## src/rtl/microondas_pkg.sv

```systemverilog
// microondas_pkg: shared state encodings and mux-select codes for the microwave controller
package microondas_pkg;
  typedef enum logic [2:0] {
    IDLE  = 3'd0,
    ENTRY = 3'd1,
    COOK  = 3'd2,
    PAUSE = 3'd3,
    DONE  = 3'd4
  } estado_t;
  localparam logic SEL_TECLADO  = 1'b0;
  localparam logic SEL_CONTAGEM = 1'b1;
endpackage

```

## src/rtl/contador_espera.sv

```systemverilog
// contador_espera: loadable down-counter that stops at zero and flags terminal count
module contador_espera #(
  parameter int CNT_W = 4
) (
  input  logic             clk,
  input  logic             rst_n,
  input  logic             carga,
  input  logic             en,
  input  logic [CNT_W-1:0] valor,
  output logic             tc
);
  logic [CNT_W-1:0] cnt;
  // load has priority; counting saturates at zero
  always_ff @(posedge clk or negedge rst_n)
    if (!rst_n) cnt <= '0;
    else if (carga) cnt <= valor;
    else if (en && cnt != '0) cnt <= cnt - 1'b1;
  assign tc = cnt == '0;
endmodule

```

## src/rtl/seletor_ctrl.sv

```systemverilog
// seletor_ctrl: microwave phase sequencer driving the display mux select (option: SEL_BLANK_EN adds display blanking)
module seletor_ctrl
  import microondas_pkg::*;
#(
  parameter int DONE_CYC  = 8,
  parameter int BLANK_CYC = 2,
  parameter int CNT_W     = 4
) (
  input  logic       clk,
  input  logic       rst_n,
  input  logic       tecla_valida,
  input  logic       start,
  input  logic       parar,
  input  logic       porta_aberta,
  input  logic       zero,
  output logic       seletor,
  output logic       carrega,
  output logic       limpa,
  output logic       conta_en,
  output logic       magnetron,
  output logic       fim,
  output logic       apagar,
  output logic [2:0] estado
);
  localparam int HOLD_MAX = DONE_CYC > BLANK_CYC ? DONE_CYC : BLANK_CYC;
  if (HOLD_MAX > (1 << CNT_W)) begin : g_cnt_w_check
    $error("CNT_W too narrow for hold counts");
  end
  logic [2:0] st, nx;
  logic sel_nx, car_nx, lim_nx, cen_nx, mag_nx, fim_nx;
  logic done_tc, done_load;
  // state register
  always_ff @(posedge clk or negedge rst_n)
    if (!rst_n) st <= IDLE;
    else st <= nx;
  // next state; carrega marks the first COOK cycle, where zero is not yet meaningful
  always_comb begin
    nx = IDLE;
    case (st)
      IDLE:    nx = tecla_valida ? ENTRY : IDLE;
      ENTRY:   nx = parar ? IDLE : (start && !porta_aberta) ? COOK : ENTRY;
      COOK:    nx = (zero && !carrega) ? DONE : (porta_aberta || parar) ? PAUSE : COOK;
      PAUSE:   nx = parar ? IDLE : (start && zero) ? DONE : (start && !porta_aberta) ? COOK : PAUSE;
      DONE:    nx = (parar || done_tc) ? IDLE : DONE;
      default: nx = IDLE;
    endcase
  end
  // next-cycle output values derived from the transition being taken
  always_comb begin
    sel_nx    = (nx == COOK || nx == PAUSE || nx == DONE) ? SEL_CONTAGEM : SEL_TECLADO;
    car_nx    = st == ENTRY && nx == COOK;
    lim_nx    = nx == IDLE && (st == ENTRY || st == PAUSE || st == DONE);
    cen_nx    = nx == COOK && st != ENTRY;
    mag_nx    = nx == COOK;
    fim_nx    = nx == DONE;
    done_load = nx == DONE && st != DONE;
  end
  // registered Moore outputs
  always_ff @(posedge clk or negedge rst_n)
    if (!rst_n) {seletor, carrega, limpa, conta_en, magnetron, fim} <= '0;
    else {seletor, carrega, limpa, conta_en, magnetron, fim} <= {sel_nx, car_nx, lim_nx, cen_nx, mag_nx, fim_nx};
  assign estado = st;
  contador_espera #(.CNT_W(CNT_W)) u_done (
    .clk(clk), .rst_n(rst_n), .carga(done_load), .en(st == DONE),
    .valor(CNT_W'(DONE_CYC - 1)), .tc(done_tc)
  );
`ifdef SEL_BLANK_EN
  logic troca, blank_tc;
  assign troca = sel_nx != seletor;
  contador_espera #(.CNT_W(CNT_W)) u_blank (
    .clk(clk), .rst_n(rst_n), .carga(troca), .en(apagar),
    .valor(CNT_W'(BLANK_CYC - 1)), .tc(blank_tc)
  );
  // blank on every select change, retriggering if another change lands mid-blank
  always_ff @(posedge clk or negedge rst_n)
    if (!rst_n) apagar <= 1'b0;
    else apagar <= troca || (apagar && !blank_tc);
`else
  assign apagar = 1'b0;
`endif
endmodule

```

## config.mk

```make
export PLATFORM = sky130hd
export DESIGN_NAME = seletor_ctrl
export DESIGN_NICKNAME = d
export VERILOG_FILES = /design/src/rtl/microondas_pkg.sv /design/src/rtl/contador_espera.sv /design/src/rtl/seletor_ctrl.sv
export SDC_FILE = /design/constraint.sdc
export NUM_CORES = 1
export LEC_CHECK = 0
export BUFFER_PORTS_ARGS = -buffer_cell sky130_fd_sc_hd__buf_4
export CAP_MARGIN = 40
export CELL_PAD_IN_SITES_DETAIL_PLACEMENT = 0
export CELL_PAD_IN_SITES_GLOBAL_PLACEMENT = 1
export CORE_MARGIN = 2
export CORE_UTILIZATION = 35
export DETAILED_ROUTE_END_ITERATION = 8
export GPL_TIMING_DRIVEN = 1
export PLACE_DENSITY_LB_ADDON = 0.1
export SKIP_CTS_REPAIR_TIMING = 1
export SYNTH_ARGS = -nofsm -noshare
export SYNTH_HDL_FRONTEND = slang
export SYNTH_HIERARCHICAL = 1
export SYNTH_SLANG_ARGS = --single-unit
```

## constraint.sdc

```tcl
create_clock -name clk -period 1.6 [get_ports clk]
set_input_delay 0.16 -clock clk [delete_from_list [all_inputs] [get_ports clk]]
set_output_delay 0.16 -clock clk [all_outputs]
set_load 0.01 [all_outputs]
```

### After elaboration in Yosys (flattened, before gate mapping)

Cells that the tools add are included.

* add/subtract/negate cells: 1
* equal/unequal tests: 9
* mux-type cells: 13
* reduce and logical (&&, ||, !) cells: 21

Operators with widths (number)
* $pmux 3 s5: 1
* $eq 3x2->1 const B: 4
* $mux 3: 4
* $logic_and 1x1->1: 8
* $mux 4: 2
* $eq 3x3->1 const B: 2
* $logic_not 3->1: 2
* $logic_or 1x1->1: 6
* $logic_not 4->1: 1
* $mux 1: 4
* $mux 2: 2
* $reduce_bool 4->1: 1
* $sub 4x1->4 const B: 1
* $eq 3x1->1 const B: 1
* $ne 3x1->1 const B: 1
* $ne 3x3->1 const B: 1
* $logic_not 1->1: 2
* $reduce_bool 2->1: 1

* register bits: 13
* input bits: 7
* output and inout bits: 10
* word-level logic and storage cells: 52

### Depth between registers and ports, before layout

* depth after elaboration: 10
* gate-level depth with buffers: 6
* gate-level depth less buffers: 6

### Hierarchy

The synthesis kept the hierarchy.

By module, submodules not included
* seletor_ctrl: times used 1, cells each 46, area each 457.9 µm², sequential area each 225.2 µm²
* contador_espera: times used 1, cells each 27, area each 270.3 µm², sequential area each 100.1 µm²

### Worst setup path after synthesis

OpenSTA, ideal clock, no wires.

* path type: reg-to-reg
* start: register st[1], in the netlist estado[1]
* end: register u_done.cnt[1]
* data arrival time: 1.694 ns
* slack: -0.174 ns
* cell stages (with the launch flop): 6
* path buffers: 1
* period minus slack after synthesis: 1.774 ns
* path through: dfrtp_1 -> buf_2 -> nor3_1 -> inv_1 -> or4_1 -> o211ai_2

* cells in the longest elaborated chain, start to end: 5
* elaborated cells on any way between the ends: 12

Ends and longest elaborated chain
* start: declaration: line seletor_ctrl.sv:29 `logic [2:0] st, nx;`
* start signal: assignment: line seletor_ctrl.sv:35 `else st <= nx;`
* $eq 3x3->1 (tied with other cells): line seletor_ctrl.sv:39, seletor_ctrl.sv:64
* $pmux 3 s5: line seletor_ctrl.sv:39 `case (st)`
* $eq 3x3->1: line seletor_ctrl.sv:56 `done_load = nx == DONE && st != DONE;`
* $logic_and 1x1->1: line seletor_ctrl.sv:56
* $mux 4 / $reduce_bool 2->1 (equally long branches)
* end signal: assignment: line contador_espera.sv:16 `else if (carga) cnt <= valor;`
* end signal: assignment: line contador_espera.sv:17 `else if (en && cnt != '0) cnt <= cnt - 1'b1;`
* end: declaration: line contador_espera.sv:12 `logic [CNT_W-1:0] cnt;`

Several ways; a longest one is shown, not always the timed one.
A chain may end at the register's enable or synchronous reset.

### Worst setup path after layout

* start: register st[0], in the netlist estado[0]
* end: register seletor

* cells in the longest elaborated chain, start to end: 6
* elaborated cells on any way between the ends: 12

Ends and longest elaborated chain
* $eq 3x3->1 (tied with other cells): line seletor_ctrl.sv:39
* $pmux 3 s5 *: line seletor_ctrl.sv:39
* named net nx[2]: line seletor_ctrl.sv:29
* $eq 3x2->1: line seletor_ctrl.sv:50 `sel_nx = (nx == COOK || nx == PAUSE || nx == DONE) ? SEL_CONTAGEM : SEL_TECLADO;`
* $logic_or 1x1->1: line seletor_ctrl.sv:50
* $logic_or 1x1->1 *: line seletor_ctrl.sv:50
* $mux 1 *: line seletor_ctrl.sv:50
* named net sel_nx: line seletor_ctrl.sv:30 `logic sel_nx, car_nx, lim_nx, cen_nx, mag_nx, fim_nx;`
* end signal: assignment: line seletor_ctrl.sv:61 `else {seletor, carrega, limpa, conta_en, magnetron, fim} <= {sel_nx, car_nx, lim_nx, cen_nx, mag_nx, fim_nx};`
* end: declaration: line seletor_ctrl.sv:16 `output logic seletor,`

Mark *: on every way through the listed nets, which the timed path passes. The rest lies on a longest branch.

==> reports/metrics.yaml <==
placement:
  hpwl_reported_at_the_end_of_detailed_placement_um: 1145
  io_buffer_count: 15
  placed_area_um2: 925.9
  globalplace.congestion: 0.8310
  worst_case_setup_slack_after_placement_ps: 33.11
detailed_routing:
  first_iter_violations: 18
  ant_nets: 0
  drt_pass_1_iters: 4
  vias: 615
  vias_per_cell: 4.767
  route.detailed.drc: 0
  wirelength_um: 1533
  routed_wire_length_per_instance_um: 11.88
yosys:
  syn_inst: 73
  synth_seq_cells: 13
  leading_register_cell_type_out_of_synthesis: "sky130_fd_sc_hd__dfrtp_1"
  synth_top_area_share_pct: 44.67
  mux_share_of_post_synthesis_cell_area_pct: 0
  postSynthAreaPerCell_um2: 9.975
  synth_xor_xnor_area_share_pct: 0
  synth-simple-area-share_pct: 25.26
  synth-edff-count: 0
  synth_area_um2: 728.2
  synth-seq-area-share_pct: 44.67
  synth-compound-area-share_pct: 19.93
  synth.area.top_cells: "sky130_fd_sc_hd__dfrtp_1 (45%), sky130_fd_sc_hd__nor2_1 (3.6%), sky130_fd_sc_hd__buf_6 (3.1%)"
  synthDistinctLibCells: 38
  ys_warn_count: 6
  async_sr_flop_fraction_pct: 100.0
  synth_top_family_by_area: "simple AND/OR/NAND/NOR gates"
  synth-adder-area-share_pct: 1.718
  post-synth-top-area-cell: "sky130_fd_sc_hd__dfrtp_1"
cts:
  cts_max_level: 1
  clk_path_buf_depth: 2
  worst_skew_pair.late_latency_ps: 270
  clkTransAtPathRegs_ps: 80
  cts_tree: "yes"
  tritoncts.num_buffers: 3
  clockRootBuffer: "sky130_fd_sc_hd__clkbuf_4"
  clock_sinks: 13
worst_setup_path:
  worstPathRequired_ps: 1740
  timing.critical_path.to_type: "flop"
  critical_path.max_fanout: 5
  critical_path.startpoint_type: "flop"
  timing.critical_path.arrival_ps: 1690
  timing.reg2reg.worst_path_depth: 4
  timing.setup.critical_path_class: "flop to flop"
global_routing:
  grt_max_degree: 14
  grt_antenna_before_repair: 0
  grt_first_pass_wirelength_um: 2608
  global_route.usage.total_pct: 13.92
  grt_pass1_vias: 551
  grt_overflow: 0
finish:
  layout.cell_area.non_filler_mm2: 0.001006
  drive_gt1_share_pct: 43.14
  layout_area_growth_over_synthesis_pct: 38.14
  final_antenna_diode_count: 0
  layout.filler_cells: 205
  layout.nets: 111
hold_path:
  hold-path-cell-count: 3
  worstHoldPathType: "input port to flop"
timing:
  finClkSkew_ps: 8.581
  slew_violations: 0
  postLayoutSetupSlackWorst_ps: 47.99
  post-route-period-util_pct: 97.00
  setup_viol_count_final: 0
  post-route-min-period_ps: 1552
  setup_repair_after_global_routing_missed_its_margin: "true"
  final-hold-violation-count: 0
  totalNegativeSetupSlack_ps: 0
  fmaxAchievable_ghz: 0.6443
pwr:
  powerDensity_mw_per_mm2: 1392
  p_leak_nw: 0.4869
  power.total_mw: 1.400
  vdd_drop_max_v: 0.0006821
die:
  floorplan.initialDensity_pct: 37.12
  die_area_mm2: 0.002462
  die-height_um: 49.62
  die_x_um: 49.62
  floorplan.io_pins: 17
  coreArea_mm2: 0.001962
  core.rowCount: 16
flow_run:
  timing.max_cap.violations: 0
outcome:
  run_status: "complete, no violations"
==> logic make-up (layout without fill, tap and decap cells) <==
family / Yosys count / count (layout)
AND/OR/NAND/NOR: 29 / 29
AO/OA/AOI/OAI: 19 / 19
flip-flops: 13 / 13
buffers and inverters: 9 / 35
other: 2 / 5
adder cells (fa/ha/maj): 1 / 1
==> layer usage <==
layer  wire, µm  GRT usage, %
met5          0             0
met2        709         20.89
met1        713         18.87
met3         96         4.848
met4         14         4.167
==> layout make-up <==
| class | count | area (µm²) | share of cell area (%) |
|---|---|---|---|
| Multi-Input combinational cell | 54 | 402.9 | 40.05 |
| Clock buffer | 4 | 26.28 | 2.612 |
| Inverter | 5 | 18.77 | 1.866 |
| Sequential cell | 13 | 326.6 | 32.46 |
| Tap cell | 27 | 33.78 | 3.358 |
| Timing Repair Buffer | 26 | 197.7 | 19.65 |
==> cell usage after synthesis (2+ instances only) <==
cell type,count
sky130_fd_sc_hd__buf_6,2
sky130_fd_sc_hd__conb_1,2
sky130_fd_sc_hd__dfrtp_1,13
sky130_fd_sc_hd__o21ai_0,2
sky130_fd_sc_hd__or3b_2,2
sky130_fd_sc_hd__nor3_1,3
sky130_fd_sc_hd__inv_1,5
sky130_fd_sc_hd__nand3_1,2
sky130_fd_sc_hd__nand2_1,3
sky130_fd_sc_hd__nor2_1,7
sky130_fd_sc_hd__nor3b_1,2
sky130_fd_sc_hd__a21oi_1,4
==> power breakdown <==
| part | leakage, nW | switching [mW] | internal, mW |
|---|---|---|---|
| Sequential | 0.168 | 0.0975 | 0.427 |
| Combinational | 0.303 | 0.315 | 0.369 |
| Clock | 0.0150 | 0.0955 | 0.0965 |
==> stage by stage <==
stage                     hold slack (ps)  utilization [%]  cells
after CTS                          -288.9            48.53    126
after global placement              12.23            47.19    122
after floorplan                    -135.6                -     76
final                               172.4            51.28    129
after detailed placement            8.912            47.19    122
after global routing                188.3            51.28    129
==> worst paths after layout <==
check                           slack, ps                start                  end
worst max-delay path                   50  estado[0]$_DFF_PN0_    seletor$_DFF_PN0_
worst min-delay path                  170         porta_aberta    carrega$_DFF_PN0_
worst max register to register         50  estado[0]$_DFF_PN0_    seletor$_DFF_PN0_
worst min register to register        620  estado[2]$_DFF_PN0_  estado[0]$_DFF_PN0_
min in group asynchronous             260                rst_n  estado[2]$_DFF_PN0_
max in group asynchronous            1170                rst_n  estado[2]$_DFF_PN0_
==> flip-flops by register name, indices dropped and copies added (netlist names) <==
| register | cells |
|---|---|
| seletor | 1 |
| u_done/cnt | 4 |
| fim | 1 |
| magnetron | 1 |
| limpa | 1 |
| carrega | 1 |
| estado | 3 |
| conta_en | 1 |
==> critical path: stages, from the launching register on <==
cell	delay (ps)
sky130_fd_sc_hd__dfrtp_1	420
sky130_fd_sc_hd__and3b_1	180
sky130_fd_sc_hd__o2111a_2	270
sky130_fd_sc_hd__a21o_1	190
sky130_fd_sc_hd__or3b_1	360
==> layout by cell type, fill, tap and decap left out, types with 2 or more instances in the layout <==
cell / count
sky130_fd_sc_hd__nor3_1: 2
sky130_fd_sc_hd__nand2_1: 3
sky130_fd_sc_hd__nor3b_1: 2
sky130_fd_sc_hd__nand3_1: 2
sky130_fd_sc_hd__dfrtp_1: 12
sky130_fd_sc_hd__o21ai_0: 2
sky130_fd_sc_hd__buf_4: 25
sky130_fd_sc_hd__clkbuf_4: 3
sky130_fd_sc_hd__conb_1: 5
sky130_fd_sc_hd__inv_1: 5
sky130_fd_sc_hd__a21oi_1: 3
sky130_fd_sc_hd__nor2_1: 7
sky130_fd_sc_hd__or3b_2: 2
Power figures use the tool's default switching activity.
